## config.mk

```make
export PLATFORM = sky130hd
export DESIGN_NAME = m_counter_updn
export DESIGN_NICKNAME = d
export VERILOG_FILES = /design/src/rtl/m_counter_updn.sv
export SDC_FILE = /design/constraint.sdc
export NUM_CORES = 1
export LEC_CHECK = 0
export CORE_ASPECT_RATIO = 0.7
export CORE_MARGIN = 2
export CORE_UTILIZATION = 30
export DETAILED_ROUTE_END_ITERATION = 10
export DONT_BUFFER_PORTS = 1
export PLACE_DENSITY = 0.53
export SETUP_SLACK_MARGIN = 0.05
export SLEW_MARGIN = 20
export SYNTH_ARGS = -nofsm -noshare
export SYNTH_HDL_FRONTEND = slang
export SYNTH_SLANG_ARGS = --single-unit
```

## constraint.sdc

```tcl
create_clock -name CLK -period 3.9 [get_ports CLK]
set_clock_uncertainty 0.2 [all_clocks]
set_input_delay 0.39 -clock CLK [delete_from_list [all_inputs] [get_ports CLK]]
set_output_delay 0.39 -clock CLK [all_outputs]
set_load 0.1 [all_outputs]
```

## src/rtl/m_counter_updn.sv

```systemverilog
// -----------------------------------------------------------------------------
// m_counter_updn
//   Synchronous up/down counter with an enable-gated prescaler, parallel load
//   (clamped to the modulus), programmable modulus and wrap/saturate end mode.
//   The TC output lets counters be cascaded: TC of one stage feeds EN of the
//   next stage.
//
// Parameters
//   width of the count register (WIDTH): 1..32
//   count modulus (MOD): 2..2^WIDTH; Q spans 0..MOD-1
//   enabled clocks per count step (PRESCALE): 1..65535
//
// Ports
//   CLK  in   clock, rising edge
//   RST  in   synchronous reset, active-low
//   EN   in   count enable, gates the prescaler and the count
//   UP   in   1 = increment, 0 = decrement
//   SAT  in   1 = saturate at the range ends, 0 = wrap
//   LD   in   synchronous parallel load of min(D, MOD-1)
//   D    in   load value
//   Q    out  registered count
//   TC   out  terminal count (combinational): STEP at the end of the range
//   OVF  out  registered one-cycle pulse after a wrap step
//   STEP out  prescaler tick (combinational): EN and prescaler at PRESCALE-1
// -----------------------------------------------------------------------------
module m_counter_updn #(
   parameter int     WIDTH    = 8,
   parameter longint MOD      = 256,
   parameter int     PRESCALE = 1
) (
   input  logic             CLK,
   input  logic             RST,
   input  logic             EN,
   input  logic             UP,
   input  logic             SAT,
   input  logic             LD,
   input  logic [WIDTH-1:0] D,
   output logic [WIDTH-1:0] Q,
   output logic             TC,
   output logic             OVF,
   output logic             STEP
);

   // Top count value. For MOD = 2^WIDTH this is all-ones with no extra bit.
   localparam logic [WIDTH-1:0] MAXV = WIDTH'(MOD - 1);
   localparam logic [15:0]      PMAX = 16'(PRESCALE - 1);

   logic [WIDTH-1:0] cnt_q, cnt_d;
   logic [15:0]      pre_q, pre_d;
   logic             ovf_q, ovf_d;
   logic             at_end;

   // Load values above the top of the range are clamped to MOD-1.
   function automatic logic [WIDTH-1:0] clamp_load(input logic [WIDTH-1:0] v);
      return (v > MAXV) ? MAXV : v;
   endfunction

   // Count is at the end of the range for the current direction.
   assign at_end = UP ? (cnt_q == MAXV) : (cnt_q == '0);

   assign STEP = EN && (pre_q == PMAX);
   assign TC   = STEP && at_end;
   assign Q    = cnt_q;
   assign OVF  = ovf_q;

   always_comb begin
      cnt_d = cnt_q;
      pre_d = pre_q;
      ovf_d = 1'b0;
      if (LD) begin
         // Load wins over a coincident step and discards prescaler progress.
         cnt_d = clamp_load(D);
         pre_d = '0;
      end else if (EN) begin
         pre_d = STEP ? 16'd0 : pre_q + 16'd1;
         if (STEP) begin
            if (at_end) begin
               // Saturate mode holds the count; wrap mode jumps to the
               // opposite end of the range and flags it.
               if (!SAT) begin
                  cnt_d = UP ? '0 : MAXV;
                  ovf_d = 1'b1;
               end
            end else begin
               cnt_d = UP ? cnt_q + WIDTH'(1) : cnt_q - WIDTH'(1);
            end
         end
      end
   end

   always_ff @(posedge CLK) begin
      if (!RST) begin
         cnt_q <= '0;
         pre_q <= '0;
         ovf_q <= 1'b0;
      end else begin
         cnt_q <= cnt_d;
         pre_q <= pre_d;
         ovf_q <= ovf_d;
      end
   end

endmodule

```

-- Yosys cells after proc, flatten, opt, wreduce, memory -nomap -nowiden
Cells that the tools add are included.
- register bits after elaboration: 25
- bits of input ports: 14
- output and inout port bits: 11
- add/subtract/negate cells: 3
- $lt $le $gt $ge: 1
- equal/unequal tests: 2
- muxes and demuxes: 11
- bitwise gates (word level): 4
- reductions and logical operators: 9
- operators by type and width (cell ; number):
    $mux W8 ; 8
    $add A16 B1 Y16 const B ; 1
    $logic_not A16 Y1 ; 1
    $mux W16 ; 1
    $add A8 B1 Y8 const B ; 1
    $eq A8 B8 Y1 const B ; 1
    $gt A8 B8 Y1 const B ; 1
    $logic_not A8 Y1 ; 1
    $sub A8 B1 Y8 const B ; 1
    $reduce_or A5 Y1 ; 1
    $not A1 Y1 ; 4
    $reduce_bool A2 Y1 ; 2
    $ne A3 B3 Y1 const B ; 1
    $reduce_and A3 Y1 ; 1
    $logic_and A1 B1 Y1 ; 2
    $mux W1 ; 2
    $reduce_or A2 Y1 ; 1

-- Longest topological paths before layout
- word-level depth: 6
- depth in mapped cells: 9

-- Least setup slack after synthesis
Ideal clock, no wire load.
- path type: reg-to-output
- start point: reg cnt_q[0], in the netlist Q[0]
- end point: out TC
- data arrival time: 3077 ps
- path slack: 233 ps
- stages on the path, launching flop included: 5
- path through: dfxtp_1 -> or4_4 -> nor4_4 -> nor2_1 -> nor2_1
- word-level cells in the longest chain between the ends: 3
- elaborated cells between the ends (all ways): 4
- classes of those cells: eq/ne: 1; mux: 1; reduce/logical: 2
- RTL lines (what ; RTL line ; source):
    from (decl) ; 48 ; logic [WIDTH-1:0] cnt_q, cnt_d;
    from (signal assigned) ; 97 ; cnt_q <= cnt_d;
    $eq A8 B8 Y1 / $logic_not A8 Y1 (equally long branches) ; 59 ; assign at_end = UP ? (cnt_q == MAXV) : (cnt_q == '0);
    $mux W1 (*) ; 59 ;
    $logic_and A1 B1 Y1 (*) ; 62 ; assign TC = STEP && at_end;
    to (decl) ; 39 ; output logic TC,
Mark *: on every way between the ends. The rest lies on a longest branch, timed or not.

-- Worst setup path in the final report
- start point: reg cnt_q[3], in the netlist Q[3]
- end point: out TC
Same word-level chain as after synthesis.

==> metrics.log <==
[metrics] endpoint of the most critical register-to-register path: Q[7]$_SDFFE_PN0P_
[metrics] Die X: 89.7 um
[metrics] overall routed net length: about 4000 um
[metrics] highest net fanout along the worst path: 6
[metrics] via count: 1426
[metrics] layout overhead on the synthesized area: 12.4%
[metrics] detailed placer's ending HPWL: 3080 um
[metrics] Syn Nets: around 210
[metrics] final hold viol count: 0
[metrics] remaining antenna violation count: 0
[metrics] summed negative setup slack over all endpoints: 0 ns
[metrics] number of resized instances in the post-cts repair step: 0
[metrics] Pins Over Slew Limit: 0
[metrics] Register-to-Register Setup Slack: 1.08 ns
[metrics] Starting Density: 0.317
[metrics] Worst Setup Path Type: reg -> out
[metrics] Die Footprint: 0.00574 mm2
[metrics] global-route wire length before repair: ~6500 um
[metrics] slowest cell on the critical path: sky130_fd_sc_hd__dfxtp_1
[metrics] postcts setup bufs: 0
[metrics] category of the worst setup path capture point: output pin
[metrics] synthesis warning total: 0
[metrics] number of placement rows: 21
[metrics] unrepaired setup endpoints after global routing: no
[metrics] detailed-route vias per instance: roughly 5.4
[metrics] number of max-cap violations: 0
[metrics] Most used DFF post-synth: sky130_fd_sc_hd__dfxtp_1
[metrics] worst-case hold path end point: pre_q[0]$_SDFFE_PP0P_
[metrics] post-synthesis cell type with the largest combined area: sky130_fd_sc_hd__dfxtp_1
[metrics] Peak supply drop: 0.179 mV
[metrics] top achievable clock speed: 316 MHz
[metrics] depth of the worst hold-timing path: 2
[metrics] worst stage delay on the critical path: roughly 0.7 ns
[metrics] worst min-delay path category: in -> reg
[metrics] ordered cell list for the critical path: or3_2 > nor4_4 > nor2_1 > nor2_2 > buf_4
[metrics] LEAKAGE: 0.000632 uW
[metrics] proportion of layout cells with a drive suffix above 1: 0.112
[metrics] Num Clock Sinks: 25
[metrics] number of antenna violations at the first check in global routing: 0
[metrics] fraction of post-synthesis cell area in the top cell type by area: 0.324
[metrics] number of distinct standard cells referenced by the synthesized netlist: 45
[metrics] router iterations before antenna repair: 4
[metrics] maximum clock insertion buffer count: 2
[metrics] portion of the post-synthesis area used by sequential elements: 0.324
[metrics] proportion of synthesized area in mux cells: 0.00649
[metrics] area of the placeable core: 0.00486 mm2
[metrics] post-detailed-route DRC marker count: 0
[metrics] final net count: 221
[metrics] fraction of registers with async set or reset after synthesis: 0
[metrics] final cycle utilization of the critical path: 0.811
[metrics] Reg clk slew, reported paths: 0.09 ns
[metrics] Synth Cell Area: 0.00154 mm2
[metrics] Clock Tree Root: sky130_fd_sc_hd__clkbuf_8
[metrics] simple-gate portion of the synthesized area: 0.305
[metrics] Compound-Gate Fraction of Synth Area: 0.152
[metrics] mean instance size in the synthesized netlist: 8.29 um2
[metrics] TritonCTS buffer count: 3
[metrics] pin slew with the least headroom to its limit: 1.09 ns
[metrics] H-tree depth reported by CTS: 1
[metrics] number of global-route vias before repair: 1236
[metrics] post-layout total power: about 650 uW
[metrics] number of endpoints failing setup at the final stage: 0
[metrics] worst min-delay path startpoint: EN
[metrics] CP Launch Type: flip-flop
[metrics] # port buffers: 0
[metrics] TritonCTS clock tree: yes
[metrics] r2r startpoint: Q[3]$_SDFFE_PN0P_
[metrics] status: complete, no violations
[metrics] power per cell area: ~370 mW/mm2
[metrics] Die Height: between 60 and 70 um
[metrics] critical path data arrival time: 2.57 ns
[metrics] CP required: 3.31 ns
[metrics] Final min period: 3.16 ns
[metrics] global router's overall resource usage: 0.140
[metrics] placer congestion estimate: 0.869
[metrics] worst rel slew slack: 0.272
[metrics] insertion delay to the later sink of the worst-skew pair: roughly 0.27 ns
[metrics] top-level port count: 25
[metrics] DRC violation total after the first TritonRoute iteration: 122
[metrics] flip-flop and latch count after synthesis: 25
[metrics] Synth Area in Adders: 0.0779
[metrics] antenna cell count: 0
[metrics] average wire length per cell after detail routing: approximately 15 um
[metrics] synth top area cells: sky130_fd_sc_hd__dfxtp_1, sky130_fd_sc_hd__ha_1, sky130_fd_sc_hd__nor2_1
[metrics] number of instances in the synthesized netlist: between 150 and 200
[metrics] largest family of logic cells by synthesized area: simple AND/OR/NAND/NOR gates
[metrics] pin count of the biggest net entering global routing: 15
[metrics] fraction of synthesized cell area in xor and xnor cells: 0.102
[metrics] count of cells along the worst register-to-register path: 6
[metrics] number of enable-type register cells in the synthesized netlist: 0
[metrics] GRT overflow: 0
[synth_stat cells (all sizes together) (7+ instances only)]
cell,n
a211oi,7
a21oi,8
dfxtp,25
ha,8
nand2,14
nand3,8
nand4,7
nor2,26
nor4,7
o21ai,9
xnor2,9
xor2,9
[worst max-delay path by stage]
stage                            from  endpoint  slack (ns)
CTS                 Q[3]$_SDFFE_PN0P_        TC        0.75
finish              Q[3]$_SDFFE_PN0P_        TC        0.74
global route        Q[3]$_SDFFE_PN0P_        TC        0.67
global placement    Q[3]$_SDFFE_PN0P_        TC        1.13
floorplan           Q[0]$_SDFFE_PN0P_        TC        0.23
detailed placement  Q[3]$_SDFFE_PN0P_        TC        1.07
[placed cells by master (no fill, tap or decap), types with 2 or more instances in the layout]
cell type and n:
sky130_fd_sc_hd__dfxtp_1 25, sky130_fd_sc_hd__nor2_1 25, sky130_fd_sc_hd__nand2_1 14, sky130_fd_sc_hd__buf_4 10, sky130_fd_sc_hd__xnor2_1 9, sky130_fd_sc_hd__xor2_1 9, sky130_fd_sc_hd__o21ai_0 9, sky130_fd_sc_hd__nand3_1 8
sky130_fd_sc_hd__a21oi_1 8, sky130_fd_sc_hd__ha_1 8, sky130_fd_sc_hd__nand4_1 7, sky130_fd_sc_hd__a211oi_1 7, sky130_fd_sc_hd__inv_1 6, sky130_fd_sc_hd__nor4_1 6, sky130_fd_sc_hd__and3_1 4, sky130_fd_sc_hd__nor3_1 4
sky130_fd_sc_hd__nor4b_1 3, sky130_fd_sc_hd__clkbuf_8 3, sky130_fd_sc_hd__or3b_2 2, sky130_fd_sc_hd__o211ai_1 2, sky130_fd_sc_hd__nand2b_1 2, sky130_fd_sc_hd__a21o_1 2
[kinds of logic (layout without fill, tap and decap cells)]
kind of cell | after synthesis | count (layout)
DFF | 25 | 25
buffers and inverters | 10 | 21
adders and majority gates | 9 | 9
muxes | 1 | 1
and+or+nand+nor | 87 | 87
xor gates and xnor gates | 18 | 18
AOI/OAI and AO/OA | 36 | 36
[layout make-up]
type | instances | area (um2)
fill | 507 | 3130
sequential | 25 | 500
multi-input combinational | 151 | 995
inverter | 6 | 22.5
timing repair buffer | 11 | 85.1
clock buffer | 4 | 45.0
tap | 69 | 86.3
[through the flow]
stage               utilization  instances  setup slack, ns  hold WS [ns]  instance area (um2)
finish                    0.357        266            0.738        0.0647                 1730
global route              0.357        266            0.667        0.0604                 1730
CTS                       0.357        266            0.754        0.0525                 1730
detailed placement        0.345        261             1.07         0.282                 1680
global placement          0.345        261             1.13         0.303                 1680
floorplan                     -        186            0.233         0.269                 1540
[timing repair]
item,4_1_cts,5_1_grt
endpoints found under the hold margin,1,0
endpoints found under the setup margin,0,0
hold buffers,1,0
[report_power, final]
group	switching (uW)	internal, uW
sequential	19.9	265
combinational	142	65.3
clock	84.3	73.1
total	247	403
[routing by layer]
layer,vias to the layer above,global-route usage,wire length [um]
li1,697,-,-
met3,8,0.0283,213
met2,54,0.188,1560
met5,-,0,0
met4,0,0.0269,40
met1,667,0.227,2220
[critical path: cells and delay by family (launching register included)]
| family | cells | cell delay (ns) |
|---|---|---|
| AND/OR/NAND/NOR | 4 | 1.29 |
| flip-flops | 1 | 0.70 |
| buffers and inverters | 1 | 0.30 |
[flip-flops by register name, indices dropped and copies added (netlist names)]
register,flops
OVF,1
Q,8
pre_q,16
Note: power is estimated with default switching activity, not from simulation.
